==> src/rtl/windowed_error_counter_pkg.sv <==
// Shared helpers for the windowed bit-error counter: window FSM states, popcount width, saturating add.
// Latency: none (types and functions only).
// Backpressure: none.
package windowed_error_counter_pkg;

    typedef enum logic {
        ST_COUNTING = 1'b0,
        ST_COMPLETE = 1'b1
    } win_state_t;

    // Smallest r with 2**r >= v.
    function automatic int clog2(input int v);
        int r;
        r = 0;
        while ((1 << r) < v) begin
            r = r + 1;
        end
        return r;
    endfunction

    // Width needed to hold a popcount of pattern_w bits (0..pattern_w inclusive).
    function automatic int pop_width(input int pattern_w);
        return clog2(pattern_w + 1);
    endfunction

    // a + b clamped at 2**w-1; operands are zero-extended to 32 bits, so w <= 32.
    function automatic logic [31:0] sat_add(input logic [31:0] a, input logic [31:0] b,
                                            input int unsigned w);
        logic [32:0] sum;
        logic [32:0] lim;
        sum = {1'b0, a} + {1'b0, b};
        lim = (33'd1 << w) - 33'd1;
        return (sum > lim) ? lim[31:0] : sum[31:0];
    endfunction

endpackage

==> src/rtl/windowed_error_counter_if.sv <==
// Frame/pattern inputs and counter/alarm outputs of the windowed bit-error counter.
// Latency: n/a (wiring only).
// Backpressure: none; frames are accepted every cycle frame_valid & enable is high.
interface windowed_error_counter_if #(
    parameter int PATTERN_W = 24,
    parameter int COUNT_W   = 16,
    parameter int FRAME_W   = 16
);
    logic                 enable;
    logic                 clear;
    logic                 frame_valid;
    logic [PATTERN_W-1:0] pattern_tx;
    logic [PATTERN_W-1:0] pattern_rx;
    logic [PATTERN_W-1:0] bit_mask;
    logic [COUNT_W-1:0]   threshold;
    logic [COUNT_W-1:0]   errors;
    logic                 error_flag;
    logic [FRAME_W-1:0]   frames;
    logic [COUNT_W-1:0]   window_errors;
    logic                 window_valid;
    logic                 ber_alarm;

    modport master (
        output enable, clear, frame_valid, pattern_tx, pattern_rx, bit_mask, threshold,
        input  errors, error_flag, frames, window_errors, window_valid, ber_alarm
    );

    modport slave (
        input  enable, clear, frame_valid, pattern_tx, pattern_rx, bit_mask, threshold,
        output errors, error_flag, frames, window_errors, window_valid, ber_alarm
    );
endinterface

==> src/rtl/windowed_error_counter_masked_popcount.sv <==
// Counts mismatching bits between tx and rx patterns, restricted to bits whose mask bit is 1.
// Latency: combinational.
// Backpressure: none.
module windowed_error_counter_masked_popcount
    import windowed_error_counter_pkg::*;
#(
    parameter int PATTERN_W = 24,
    parameter int POP_W     = pop_width(PATTERN_W)
) (
    input  logic [PATTERN_W-1:0] tx,
    input  logic [PATTERN_W-1:0] rx,
    input  logic [PATTERN_W-1:0] mask,
    output logic [POP_W-1:0]     count
);

    logic [PATTERN_W-1:0] diff;

    assign diff = (tx ^ rx) & mask;

    // Ripple sum of the selected mismatch bits.
    always_comb begin
        count = '0;
        for (int i = 0; i < PATTERN_W; i++) begin
            count = count + POP_W'(diff[i]);
        end
    end

endmodule

==> src/rtl/windowed_error_counter.sv <==
// Masked bit-error counter: saturating running total plus per-window total compared against a threshold.
// Latency: frames visible 1 cycle after the strobe, errors/window results 2 cycles after.
// Backpressure: none; one frame per cycle, clear drops the in-flight frame and any frame strobed with it.
module windowed_error_counter
    import windowed_error_counter_pkg::*;
#(
    parameter int PATTERN_W     = 24,
    parameter int COUNT_W       = 16,
    parameter int FRAME_W       = 16,
    parameter int WINDOW_FRAMES = 8
) (
    input  logic                     clock,
    input  logic                     reset,
    windowed_error_counter_if.slave  bus
);

    localparam int                 POP_W    = pop_width(PATTERN_W);
    localparam logic [COUNT_W-1:0] CNT_MAX  = '1;
    localparam logic [FRAME_W-1:0] WIN_LAST = FRAME_W'(WINDOW_FRAMES - 1);

    logic [POP_W-1:0]   pop_c;
    logic [POP_W-1:0]   pop_q;
    logic               v1;
    logic [FRAME_W-1:0] frames_q;
    logic [COUNT_W-1:0] errors_q;
    logic               error_flag_q;
    logic [COUNT_W-1:0] window_acc;
    logic [FRAME_W-1:0] win_idx;
    logic [COUNT_W-1:0] window_errors_q;
    logic               ber_alarm_q;
    win_state_t         state;
    win_state_t         state_nxt;

    logic               accept;
    logic               win_last;
    logic [COUNT_W-1:0] errors_sum;
    logic [COUNT_W-1:0] window_sum;

    assign accept     = bus.frame_valid & bus.enable;
    assign win_last   = v1 && (win_idx == WIN_LAST);
    assign errors_sum = COUNT_W'(sat_add(32'(errors_q), 32'(pop_q), COUNT_W));
    assign window_sum = COUNT_W'(sat_add(32'(window_acc), 32'(pop_q), COUNT_W));

    windowed_error_counter_masked_popcount #(
        .PATTERN_W (PATTERN_W),
        .POP_W     (POP_W)
    ) u_popcount (
        .tx    (bus.pattern_tx),
        .rx    (bus.pattern_rx),
        .mask  (bus.bit_mask),
        .count (pop_c)
    );

    // Stage 1: register the masked popcount of an accepted frame and count it.
    always_ff @(posedge clock) begin
        if (!reset) begin
            v1       <= 1'b0;
            pop_q    <= '0;
            frames_q <= '0;
        end else if (bus.clear) begin
            v1       <= 1'b0;
            frames_q <= '0;
        end else begin
            v1 <= accept;
            if (accept) begin
                pop_q    <= pop_c;
                frames_q <= frames_q + FRAME_W'(1);
            end
        end
    end

    // Stage 2: saturating total, sticky full-scale flag and window accumulation/close-out.
    always_ff @(posedge clock) begin
        if (!reset || bus.clear) begin
            errors_q        <= '0;
            error_flag_q    <= 1'b0;
            window_acc      <= '0;
            win_idx         <= '0;
            window_errors_q <= '0;
            ber_alarm_q     <= 1'b0;
        end else if (v1) begin
            errors_q <= errors_sum;
            if (errors_sum == CNT_MAX) begin
                error_flag_q <= 1'b1;
            end
            if (win_last) begin
                window_errors_q <= window_sum;
                ber_alarm_q     <= (window_sum > bus.threshold);
                window_acc      <= '0;
                win_idx         <= '0;
            end else begin
                window_acc <= window_sum;
                win_idx    <= win_idx + FRAME_W'(1);
            end
        end
    end

    // Window FSM state register; clear or reset abandons any pending completion pulse.
    always_ff @(posedge clock) begin
        if (!reset || bus.clear) begin
            state <= ST_COUNTING;
        end else begin
            state <= state_nxt;
        end
    end

    // COMPLETE is entered for exactly the cycle after a window's last frame; back-to-back
    // completions (single-frame windows) keep it there.
    always_comb begin
        state_nxt = ST_COUNTING;
        case (state)
            ST_COUNTING: state_nxt = win_last ? ST_COMPLETE : ST_COUNTING;
            ST_COMPLETE: state_nxt = win_last ? ST_COMPLETE : ST_COUNTING;
            default:     state_nxt = ST_COUNTING;
        endcase
    end

    // Outputs: window_valid is decoded from the FSM, everything else is a register.
    always_comb begin
        bus.window_valid  = (state == ST_COMPLETE);
        bus.errors        = errors_q;
        bus.error_flag    = error_flag_q;
        bus.frames        = frames_q;
        bus.window_errors = window_errors_q;
        bus.ber_alarm     = ber_alarm_q;
    end

endmodule
==> src/flat_wrapper.sv <==
// flat-port wrapper written by rule: the top's interface ports become plain ports
module windowed_error_counter_flat import windowed_error_counter_pkg::*;
#(
    parameter int PATTERN_W     = 24,
    parameter int COUNT_W       = 16,
    parameter int FRAME_W       = 16,
    parameter int WINDOW_FRAMES = 8
)
  (clock, reset, bus_enable, bus_clear, bus_frame_valid, bus_pattern_tx, bus_pattern_rx, bus_bit_mask, bus_threshold, bus_errors, bus_error_flag, bus_frames, bus_window_errors, bus_window_valid, bus_ber_alarm);
  windowed_error_counter_if #(.PATTERN_W(PATTERN_W), .COUNT_W(COUNT_W), .FRAME_W(FRAME_W)) bus_i ();
  input  logic clock;
  input  logic reset;
  input wire logic [$bits(bus_i.enable)-1:0] bus_enable;
  input wire logic [$bits(bus_i.clear)-1:0] bus_clear;
  input wire logic [$bits(bus_i.frame_valid)-1:0] bus_frame_valid;
  input wire logic [$bits(bus_i.pattern_tx)-1:0] bus_pattern_tx;
  input wire logic [$bits(bus_i.pattern_rx)-1:0] bus_pattern_rx;
  input wire logic [$bits(bus_i.bit_mask)-1:0] bus_bit_mask;
  input wire logic [$bits(bus_i.threshold)-1:0] bus_threshold;
  output wire logic [$bits(bus_i.errors)-1:0] bus_errors;
  output wire logic [$bits(bus_i.error_flag)-1:0] bus_error_flag;
  output wire logic [$bits(bus_i.frames)-1:0] bus_frames;
  output wire logic [$bits(bus_i.window_errors)-1:0] bus_window_errors;
  output wire logic [$bits(bus_i.window_valid)-1:0] bus_window_valid;
  output wire logic [$bits(bus_i.ber_alarm)-1:0] bus_ber_alarm;
  assign bus_i.enable = bus_enable;
  assign bus_i.clear = bus_clear;
  assign bus_i.frame_valid = bus_frame_valid;
  assign bus_i.pattern_tx = bus_pattern_tx;
  assign bus_i.pattern_rx = bus_pattern_rx;
  assign bus_i.bit_mask = bus_bit_mask;
  assign bus_i.threshold = bus_threshold;
  assign bus_errors = bus_i.errors;
  assign bus_error_flag = bus_i.error_flag;
  assign bus_frames = bus_i.frames;
  assign bus_window_errors = bus_i.window_errors;
  assign bus_window_valid = bus_i.window_valid;
  assign bus_ber_alarm = bus_i.ber_alarm;
  windowed_error_counter #(.PATTERN_W(PATTERN_W), .COUNT_W(COUNT_W), .FRAME_W(FRAME_W), .WINDOW_FRAMES(WINDOW_FRAMES)) u_core (.clock(clock), .reset(reset), .bus(bus_i));
endmodule
==> config.mk <==
export PLATFORM = sky130hd
export DESIGN_NAME = windowed_error_counter_flat
export DESIGN_NICKNAME = d
export VERILOG_FILES = /design/src/rtl/windowed_error_counter_pkg.sv /design/src/rtl/windowed_error_counter_if.sv /design/src/rtl/windowed_error_counter_masked_popcount.sv /design/src/rtl/windowed_error_counter.sv /design/src/flat_wrapper.sv
export SDC_FILE = /design/constraint.sdc
export NUM_CORES = 1
export LEC_CHECK = 0
export CORE_MARGIN = 4
export CORE_UTILIZATION = 54
export DETAILED_ROUTE_END_ITERATION = 7
export GPL_ROUTABILITY_DRIVEN = 0
export PLACE_DENSITY = 0.92
export SYNTH_ARGS = -nofsm -noshare
export SYNTH_HDL_FRONTEND = slang
export SYNTH_SLANG_ARGS = --single-unit
export TNS_END_PERCENT = 20
==> constraint.sdc <==
create_clock -name clock -period 12.5 [get_ports clock]
set_clock_uncertainty 0.1 [all_clocks]
set_input_delay 2.5 -clock clock [delete_from_list [all_inputs] [get_ports clock]]
set_output_delay 2.5 -clock clock [all_outputs]
set_load 0.02 [all_outputs]
==> summary.txt, run 1 <==
Logic synthesis
  • Register area share after synthesis: 0.314
  • Area contributors post-synth: dfxtp_1 (31%), ha_1 (7.5%), xor2_1 (6.9%)
  • Largest area contributor in the netlist: dfxtp_1
  • Number of synthesized flops with an enable pin: 0
  • Mean Syn Cell Area: 8.32 sq um
  • Synth top area share: 0.314
  • Register bit total from synthesis: a little under 90
  • Post-synthesis simple-gate area fraction: 0.228
  • Post-synthesis compound-gate area fraction: 0.143
  • Largest family of logic cells by synthesized area: simple AND/OR/NAND/NOR gates
  • Synth warn: 0
  • Adder-Cell Fraction of Synth Area: 0.142
  • Asr flop ratio synth: 0
  • Top_reg_cell synth: dfxtp_1
  • Post-Syn Instances: 683
  • Yosys cell types: 60
  • Mux share of post-synthesis cell area: 0.0249
  • Post-Syn Area: 5680 sq um
  • Syn nets: 829
  • Synth Area in XOR/XNOR: 0.100

CTS
  • # hold bufs at CTS: 0
  • Clock slew at reported path FFs: 0.10 ns
  • Post-CTS Setup Inserts: 0
  • Clk_lat worst skew: 0.37 ns
  • Root buffer cell: clkbuf_8
  • Num CTS Buffers: 9
  • Post-CTS Resized: 0
  • CTS tree: done
  • Clk buf depth: 2
  • Htree depth: 3
  • Clk sinks: 89

Critical path
  • Worst Path Max Fanout: 2
  • R2R cell count: 16
  • Setup crit end kind: register
  • Required @ worst endpoint: between 10 and 15 ns
  • Startpoint Class: primary input
  • Kind of critical path: in -> reg
  • WP data arrival: 6.92 ns

Die
  • Core area: 10300 sq um
  • Initial Utilization: 0.553
  • Rows: 37
  • Ports: roughly 140
  • Die H: 111 um
  • Die width: roughly 110 um
  • Full die area: 12200 sq um

Layout
  • Syn-to-layout area delta: 31.0%
  • Most common cell after layout, fill and taps aside: clkdlybuf4s50_1
  • Share of layout cells above drive strength 1: 0.0484
  • Diode count: 0
  • # nets final: 967
  • Most frequent cells in the layout: clkdlybuf4s50_1 (143), dfxtp_1 (89), nor2_1 (77)

Routing
  • DR iter-0 viols: 430
  • Post-route DRC: 0
  • Drt first pass iters: 5
  • Vias per cell: 5.62
  • Drt wl/cell: 15.3 um
  • Via count: 5403
  • Routed Wire Length: 14700 um
  • Antenna-violating nets left: 0

Global routing
  • Vias in the first global route: 5640
  • Gr usage total: 0.238
  • Global-route wire length before repair: 25000 um
  • GRT Residual Overflow: 0
  • Largest net degree at the start of global routing: 52
  • Antenna violations before repair: 0

STA
  • Fin. Hold Viols: 0
  • Hold WS: about 0.37 ns
  • Final Setup Violations: 0
  • Worst-Margin Slew: 0.829 ns
  • RSZ-0062 raised after global routing: no
  • Post-route clock period utilization: 0.542
  • Rel. slew slack: 0.444
  • Max-slew violation count: 0
  • Highest clock rate: 0.147 GHz
  • Fin crit period: 6.78 ns
  • Final TNS setup: 0 ns

Hold path
  • Hold Path Stages: 2
  • Min-Delay Path Class: reg -> reg

Outcome
  • Status: finished clean

Power and ir drop
  • P per Cell Area: between 90 and 100 nW/um^2
  • Pleak: 3.02 nW
  • Worst VDD drop: ~69 uV

Placement
  • Hpwl dp: 11300 um
  • PortBufs: 143

Run
  • Max-cap violations: 0
[through the flow]
step                      power, mW  area, sq um  instances  utilization  worst slack [ns]
after floorplan               0.463         5680        683            -              5.98
after global placement        0.518         7250        946        0.705              5.46
after detailed placement      0.541         7250        946        0.705              5.31
after CTS                     0.737         7440        962        0.724              5.70
after global routing          0.785         7440        962        0.724              5.47
final                         0.732         7440        962        0.724              5.72
[cells by family after synthesis]
kind of cell               count (synthesis)
AOI/OAI and AO/OA                        128
xor gates and xnor gates                  65
adders and majority gates                 53
buffers and inverters                     72
DFF                                       89
muxes                                     14
and+or+nand+nor                          262
[worst paths after layout]
kind,from,to,slack [ns]
hold / removal,u_core.bus.window_errors[15],u_core.bus.window_errors[15],0.37
setup reg to reg,u_core.pop_q[1],u_core.bus.ber_alarm,8.47
setup / recovery,bus_pattern_rx[0],u_core.pop_q[4],5.72
hold reg to reg,u_core.bus.window_errors[15],u_core.bus.window_errors[15],0.37
[Yosys cell counts (17+ instances only)]
cell	n
nand3_1	21
nor2_1	77
inv_1	51
nand2_1	65
a21oi_1	42
xor2_1	45
o21ai_0	30
dfxtp_1	89
xnor2_1	20
ha_1	34
fa_1	19
clkbuf_1	17
[power breakdown]
group | internal, mW | switching [mW]
clock network | 0.0787 | 0.120
registers | 0.287 | 0.00453
logic | 0.121 | 0.120
[flip-flops by register name, summed over array words and instances, names as in the netlist]
signal	count
u_core.win_idx	16
u_core.window_acc	16
u_core.bus.frames	16
u_core.bus.ber_alarm	1
u_core.bus.error_flag	1
u_core.pop_q	5
u_core.v1	1
u_core.bus.window_errors	16
u_core.bus.window_valid	1
u_core.bus.errors	16
[metal layers]
| layer | track usage | wire length (um) | vias up |
|---|---|---|---|
| met5 | 0 | 0 | - |
| met4 | 0.0649 | 264 | 0 |
| met3 | 0.0685 | 1060 | 31 |
| met2 | 0.447 | 7700 | 196 |
| met1 | 0.260 | 5650 | 2560 |
| li1 | - | - | 2616 |
[area by class of cell]
type	count	area, sq um
flip-flops and latches	89	1780
well taps	136	170
multi-input cells	522	3630
repair buffers	148	1470
fillers	765	2830
clock buffers	9	124
inverters	51	191
clock inverters	7	75.1
[critical path, stage by stage]
cell,delay [ns]
clkdlybuf4s50_1,0.41
xor2_1,0.16
and2_1,0.17
fa_1,0.54
inv_1,0.05
fa_1,0.50
fa_1,0.51
fa_1,0.51
fa_1,0.56
inv_1,0.05
ha_1,0.21
inv_1,0.08
fa_1,0.21
inv_1,0.05
a21o_1,0.18
a21oi_1,0.14
a21oi_1,0.08
Note: power is estimated with default switching activity, not from simulation.
==> inputs of run 2 (changes only) <==
Settings changed: CORE_UTILIZATION 54 to 45, PLACE_DENSITY 0.92 to 0.82.
Clock period 12.5 ns to 5.5 ns, I/O delays scaled along.
==> run 2 against run 1 <==
- total power grew 150%
- combinational power grew 120%
- final area grew 2.2%
- core utilization shrank 9.9 points
- highest routed layer unchanged
- global-route usage shrank 4.8 points
- clock power grew to 3.1 times the previous value
- worst hold slack lost 0.00069 ns
- die area grew 18%
- first-iteration DRC count shrank 41%
- critical path depth is the same
==> summary.txt, run 2 (same netlist as run 1, synthesis figures left out) <==
STA
  • Worst-Margin Slew: 0.823 ns (was 0.829 ns)
  • Setup WS post-layout: 0.226 ns (was 5.72 ns)
  • Fin. Hold Viols: 0 (unchanged)
  • Post-route clock period utilization: 0.959
  • Hold WS: 0.369 ns (about the same)
  • RSZ-0062 raised after global routing: no (unchanged)
  • Rel. slew slack: 0.448 (was 0.444)
  • Max-slew violation count: 0 (unchanged)
  • Highest clock rate: between 0.15 and 0.2 GHz
  • Final TNS setup: 0 ns (unchanged)
  • Fin crit period: 5.27 ns
  • Final Setup Violations: 0 (unchanged)

Global routing
  • Largest net degree at the start of global routing: 53 (was 52)
  • Gr usage total: 0.190 (was 0.238)
  • GRT Residual Overflow: 0 (unchanged)
  • Global-route wire length before repair: 22900 um (was 25000 um)
  • Vias in the first global route: 5122 (was 5640)
  • Antenna violations before repair: 0 (unchanged)

Critical path
  • Startpoint Class: primary input (unchanged)
  • Worst reg2reg setup slack: 1.46 ns (was 8.47 ns)
  • Setup crit end kind: register (unchanged)
  • R2R cell count: 16 (unchanged)
  • WP buf/inv: 5 (unchanged)
  • Most common cell type on the critical path: fa_1 (unchanged)
  • Crit-path leading delay family: adder cells (unchanged)
  • Worst Path Max Fanout: 2 (unchanged)
  • Worst path slowest cell: fa_1 (unchanged)
  • Worst path max stage delay: 0.56 ns (about the same)
  • Required @ worst endpoint: 5.61 ns (was 12.64 ns)
  • CP cell instances: clkdlybuf4s50_1 > xor2_1 > and2_1 > fa_1 > inv_1 > fa_1 > fa_1 > fa_1 > fa_1 > inv_1 > ha_2 > inv_2 > fa_2 > inv_1 > a21o_1 > a21oi_2 > a21oi_1 (was clkdlybuf4s50_1 > xor2_1 > and2_1 > fa_1 > inv_1 > fa_1 > fa_1 > fa_1 > fa_1 > inv_1 > ha_1 > inv_1 > fa_1 > inv_1 > a21o_1 > a21oi_1 > a21oi_1)
  • Critical path depth: 17 (unchanged)
  • R2r startpoint: u_core.pop_q[0] (was u_core.pop_q[1])
  • R2r endpoint: u_core.bus.ber_alarm (unchanged)
  • Kind of critical path: in -> reg (unchanged)
  • WP data arrival: 5.38 ns (was 6.92 ns)

Hold path
  • Hold Path Stages: 2 (unchanged)
  • Worst hold start: u_core.bus.window_errors[14] (was u_core.bus.window_errors[15])
  • Min-Delay Path Class: reg -> reg (unchanged)
  • Hold EP: u_core.bus.window_errors[14] (was u_core.bus.window_errors[15])

Routing
  • Drt first pass iters: 5 (unchanged)
  • Routed Wire Length: 13700 um (was 14700 um)
  • Antenna-violating nets left: 0 (unchanged)
  • Drt wl/cell: 13.7 um (was 15.3 um)
  • DR iter-0 viols: 253 (was 430)
  • Vias per cell: 5.25 (was 5.62)
  • Post-route DRC: 0 (unchanged)
  • Via count: 5223 (was 5403)

Placement
  • Pre-CTS setup slack: -0.184 ns (was 5.31 ns)
  • PortBufs: 143 (unchanged)
  • Placed insts: 979 (was 946)
  • Hpwl dp: 10400 um (was 11300 um)

Die
  • Initial Utilization: 0.467 (was 0.553)
  • Full die area: 14500 sq um (was 12200 sq um)
  • Ports: 144 (unchanged)
  • Die width: 120 um (was 111 um)
  • Core area: 12200 sq um (was 10300 sq um)
  • Die H: 120 um (was 111 um)
  • Rows: 40 (was 37)

Layout
  • Fin cells: 995 (was 962)
  • Diode count: 0 (unchanged)
  • Most common cell after layout, fill and taps aside: clkdlybuf4s50_1 (unchanged)
  • Most frequent cells in the layout: clkdlybuf4s50_1 (143), dfxtp_1 (89), nor2_1 (77) (unchanged)
  • Share of layout cells above drive strength 1: 0.0556 (was 0.0484)
  • # nets final: 968 (was 967)
  • Syn-to-layout area delta: 33.9% (was 31.0%)

CTS
  • Clk_lat worst skew: 0.34 ns (was 0.37 ns)
  • Root buffer cell: clkbuf_16 (was clkbuf_8)
  • Htree depth: 3 (unchanged)
  • CTS tree: done (unchanged)
  • Num CTS Buffers: 9 (unchanged)
  • Clock slew at reported path FFs: 0.07 ns (was 0.10 ns)
  • Post-CTS Setup Inserts: 0 (unchanged)
  • Clk buf depth: 2 (unchanged)
  • Clk sinks: 89 (unchanged)

Power and ir drop
  • Worst VDD drop: 158 uV (was 69.2 uV)
  • P per Cell Area: 240 nW/um^2 (was 98.3 nW/um^2)
  • Pleak: 3.08 nW (was 3.02 nW)

Outcome
  • Status: finished clean (unchanged)

Run
  • Max-cap violations: 0 (unchanged)
-- run 2: changes by cell type in the layout (fill, tap and decap cells not counted), sizes merged --
cell,change
inv,-2
buf,+1
bufinv,+1
clkbuf,+1
-- run 2: metrics by stage --
| step | cell area, sq um | util | power, mW |
|---|---|---|---|
| floorplan | 5680 | - | 1.05 |
| global placement | 7300 | 0.600 | 1.19 |
| detailed placement | 7300 | 0.600 | 1.21 |
| CTS | 7600 | 0.625 | 1.83 |
| global route | 7610 | 0.626 | 1.96 |
| finish | 7610 | 0.626 | 1.83 |
-- run 2: routing by layer --
layer,part of all wire,GRT usage
met1,0.41,0.220
met2,0.50,0.339
met3,0.069,0.0524
met4,0.017,0.0609
met5,0,0
-- run 2: worst reg2reg max path, stage by stage, from the launching register on --
cell       delay, ns
dfxtp_1         0.37
ha_1            0.19
inv_1           0.06
fa_1            0.39
nor2b_1         0.15
o21a_1          0.17
o21ai_0         0.16
a211oi_1        0.75
nor2_1          0.25
inv_1           0.10
ha_1            0.24
a21o_1          0.16
a21o_1          0.17
a21oi_1         0.17
nor2_1          0.06
a2111oi_0       0.32
nor3_1          0.10
-- run 2: layout make-up --
class / instances / area, sq um
clock buffers: 10 / 239
clock inverters: 6 / 65.1
fillers: 1063 / 4550
inverters: 51 / 191
multi-input cells: 522 / 3640
flip-flops and latches: 89 / 1780
well taps: 168 / 210
repair buffers: 149 / 1480
-- run 2: where the power goes --
part	switching [mW]	internal, mW
combinational	0.262	0.277
sequential	0.00973	0.653
clock	0.260	0.365
total	0.532	1.30
-- run 2: timing repair --
action / in CTS / in global routing
setup endpoints to repair: 0 / 2
hold buffers: 0 / 0
hold endpoints to repair: 0 / 0
gates resized for setup: 0 / 4
-- run 2: worst max path at each step --
stage                             from               to  slack [ns]
floorplan            bus_pattern_rx[0]  u_core.pop_q[4]        0.38
finish               bus_pattern_rx[0]  u_core.pop_q[4]        0.23
CTS                  bus_pattern_rx[0]  u_core.pop_q[2]        0.17
global placement     bus_pattern_rx[0]  u_core.pop_q[4]       -0.15
global route        bus_pattern_rx[21]  u_core.pop_q[4]       0.005
detailed placement   bus_pattern_rx[0]  u_core.pop_q[2]       -0.18
==> inputs of run 3 (changes only) <==
Settings changed: CORE_UTILIZATION 45 to 40, GPL_TIMING_DRIVEN set to 0, PLACE_DENSITY 0.82 to 0.75, SLEW_MARGIN set to 20.
==> run 3 against run 2 <==
- fmax fell by 0.19%
- clock power rose by 3%
- final cell count rose by 2.7%
- combinational power rose by 1%
- core utilization fell by 7.4 points
- critical path depth did not move
- critical endpoint unchanged
- setup slack got worse by 0.010 ns
==> summary.txt, run 3 (same netlist as run 1, synthesis figures left out) <==
CTS
  • Clk buf depth: 2 (unchanged)
  • Post-CTS Resized: 0 (unchanged)
  • Root buffer cell: clkbuf_16 (unchanged)
  • CTS tree: done (unchanged)
  • Num CTS Buffers: 9 (unchanged)
  • Clock slew at reported path FFs: 0.07 ns (about the same)
  • Post-CTS Setup Inserts: 0 (unchanged)
  • Clk sinks: 89 (unchanged)
  • Clk_lat worst skew: 0.35 ns (was 0.34 ns)
  • # hold bufs at CTS: 0 (unchanged)
  • Htree depth: 3 (unchanged)

Critical path
  • R2R cell count: 17 (was 16)
  • WP data arrival: 5.40 ns (was 5.38 ns)
  • Startpoint Class: primary input (unchanged)
  • Kind of critical path: in -> reg (unchanged)
  • Required @ worst endpoint: 5.62 ns (was 5.61 ns)
  • Worst Path Max Fanout: 2 (unchanged)
  • Setup crit end kind: register (unchanged)

Global routing
  • GRT Residual Overflow: 0 (unchanged)
  • Antenna violations before repair: 0 (unchanged)
  • Gr usage total: 0.184 (was 0.190)
  • Largest net degree at the start of global routing: 18 (was 53)
  • Vias in the first global route: 5221 (was 5122)
  • Global-route wire length before repair: 24400 um (was 22900 um)

Routing
  • Drt wl/cell: 14.3 um (was 13.7 um)
  • DR iter-0 viols: 319 (was 253)
  • Vias per cell: 5.14 (was 5.25)
  • Drt first pass iters: 4 (was 5)
  • Post-route DRC: 0 (unchanged)
  • Routed Wire Length: 14600 um (was 13700 um)
  • Via count: 5252 (was 5223)
  • Antenna-violating nets left: 0 (unchanged)

STA
  • Worst-Margin Slew: 0.950 ns (was 0.823 ns)
  • Fin. Hold Viols: 0 (unchanged)
  • Max-slew violation count: 0 (unchanged)
  • Rel. slew slack: 0.361 (was 0.448)
  • Highest clock rate: 0.189 GHz (was 0.190 GHz)
  • RSZ-0062 raised after global routing: no (unchanged)
  • Post-route clock period utilization: 0.961 (was 0.959)
  • Final Setup Violations: 0 (unchanged)
  • Fin crit period: 5.28 ns (was 5.27 ns)

Layout
  • Most common cell after layout, fill and taps aside: clkdlybuf4s50_1 (unchanged)
  • Layout Utilization: 0.552 (was 0.626)
  • Diode count: 0 (unchanged)
  • # nets final: 983 (was 968)
  • Syn-to-layout area delta: 34.8% (was 33.9%)
  • Share of layout cells above drive strength 1: 0.0475 (was 0.0556)
  • Fill cells: 1331 (was 1063)
  • Most frequent cells in the layout: clkdlybuf4s50_1 (143), dfxtp_1 (89), nor2_1 (77) (unchanged)

Die
  • Die width: 127 um (was 120 um)
  • Initial Utilization: 0.409 (was 0.467)
  • Die H: 127 um (was 120 um)
  • Rows: 43 (was 40)
  • Ports: 144 (unchanged)
  • Core area: 13900 sq um (was 12200 sq um)
  • Full die area: 16200 sq um (was 14500 sq um)

Placement
  • Hpwl dp: 11400 um (was 10400 um)
  • PortBufs: 143 (unchanged)

Outcome
  • Status: finished clean (unchanged)

Power and ir drop
  • P per Cell Area: 242 nW/um^2 (was 240 nW/um^2)
  • Pleak: 3.08 nW (about the same)
  • PnR Total Power: 1.85 mW (was 1.83 mW)
  • Worst VDD drop: 192 uV (was 158 uV)

Hold path
  • Hold Path Stages: 2 (unchanged)
  • Min-Delay Path Class: reg -> reg (unchanged)

Run
  • Max-cap violations: 0 (unchanged)
==> run 3: metrics by stage <==
step	hold WS, ns	instances	worst slack (ns)	setup TNS [ns]	instance area [sq um]
after CTS	0.374	1022	0.103	0	7650
after floorplan	0.350	683	0.376	0	5680
final	0.366	1022	0.216	0	7660
after global placement	0.351	1006	-0.189	-0.607	7340
after detailed placement	0.363	1006	-0.241	-0.769	7340
after global routing	0.400	1022	0.0177	0	7660
==> run 3: routing by layer <==
| layer | up-vias | global-route usage | share of wire |
|---|---|---|---|
| li1 | 2660 | - | - |
| met1 | 2445 | 0.227 | 0.43 |
| met2 | 126 | 0.319 | 0.49 |
| met3 | 21 | 0.0452 | 0.057 |
| met4 | 0 | 0.0498 | 0.016 |
| met5 | - | 0 | 0 |
==> run 3: layout make-up <==
| cell class | count | area [sq um] | area share |
|---|---|---|---|
| multi-input combinational | 522 | 3640 | 0.475 |
| inverter | 51 | 191 | 0.0250 |
| clock buffer | 9 | 225 | 0.0294 |
| timing repair buffer | 143 | 1430 | 0.187 |
| sequential | 89 | 1780 | 0.233 |
| clock inverter | 7 | 86.3 | 0.0113 |
| buffer | 21 | 81.3 | 0.0106 |
| tap | 180 | 225 | 0.0294 |
==> run 3: where the power goes <==
| group | internal (mW) | switching (mW) |
|---|---|---|
| Sequential | 0.653 | 0.00959 |
| Combinational | 0.276 | 0.270 |
| Clock | 0.362 | 0.280 |
==> run 3: final timing paths <==
check                                     from                            to  slack [ns]
setup reg to reg               u_core.pop_q[0]          u_core.bus.ber_alarm        1.47
setup / recovery             bus_pattern_rx[0]               u_core.pop_q[4]        0.22
hold / removal    u_core.bus.window_errors[14]  u_core.bus.window_errors[14]        0.37
hold reg to reg   u_core.bus.window_errors[14]  u_core.bus.window_errors[14]        0.37
==> run 3: worst max-delay path: stages <==
cell and delay (ns):
clkdlybuf4s50_1 0.41, xor2_1 0.16, and2_1 0.17, fa_1 0.53
inv_1 0.05, fa_1 0.56, fa_1 0.45, fa_1 0.52
fa_1 0.54, inv_1 0.04, ha_1 0.21, inv_2 0.06
fa_2 0.19, inv_1 0.04, a21o_1 0.18, a21oi_2 0.12
a21oi_1 0.07
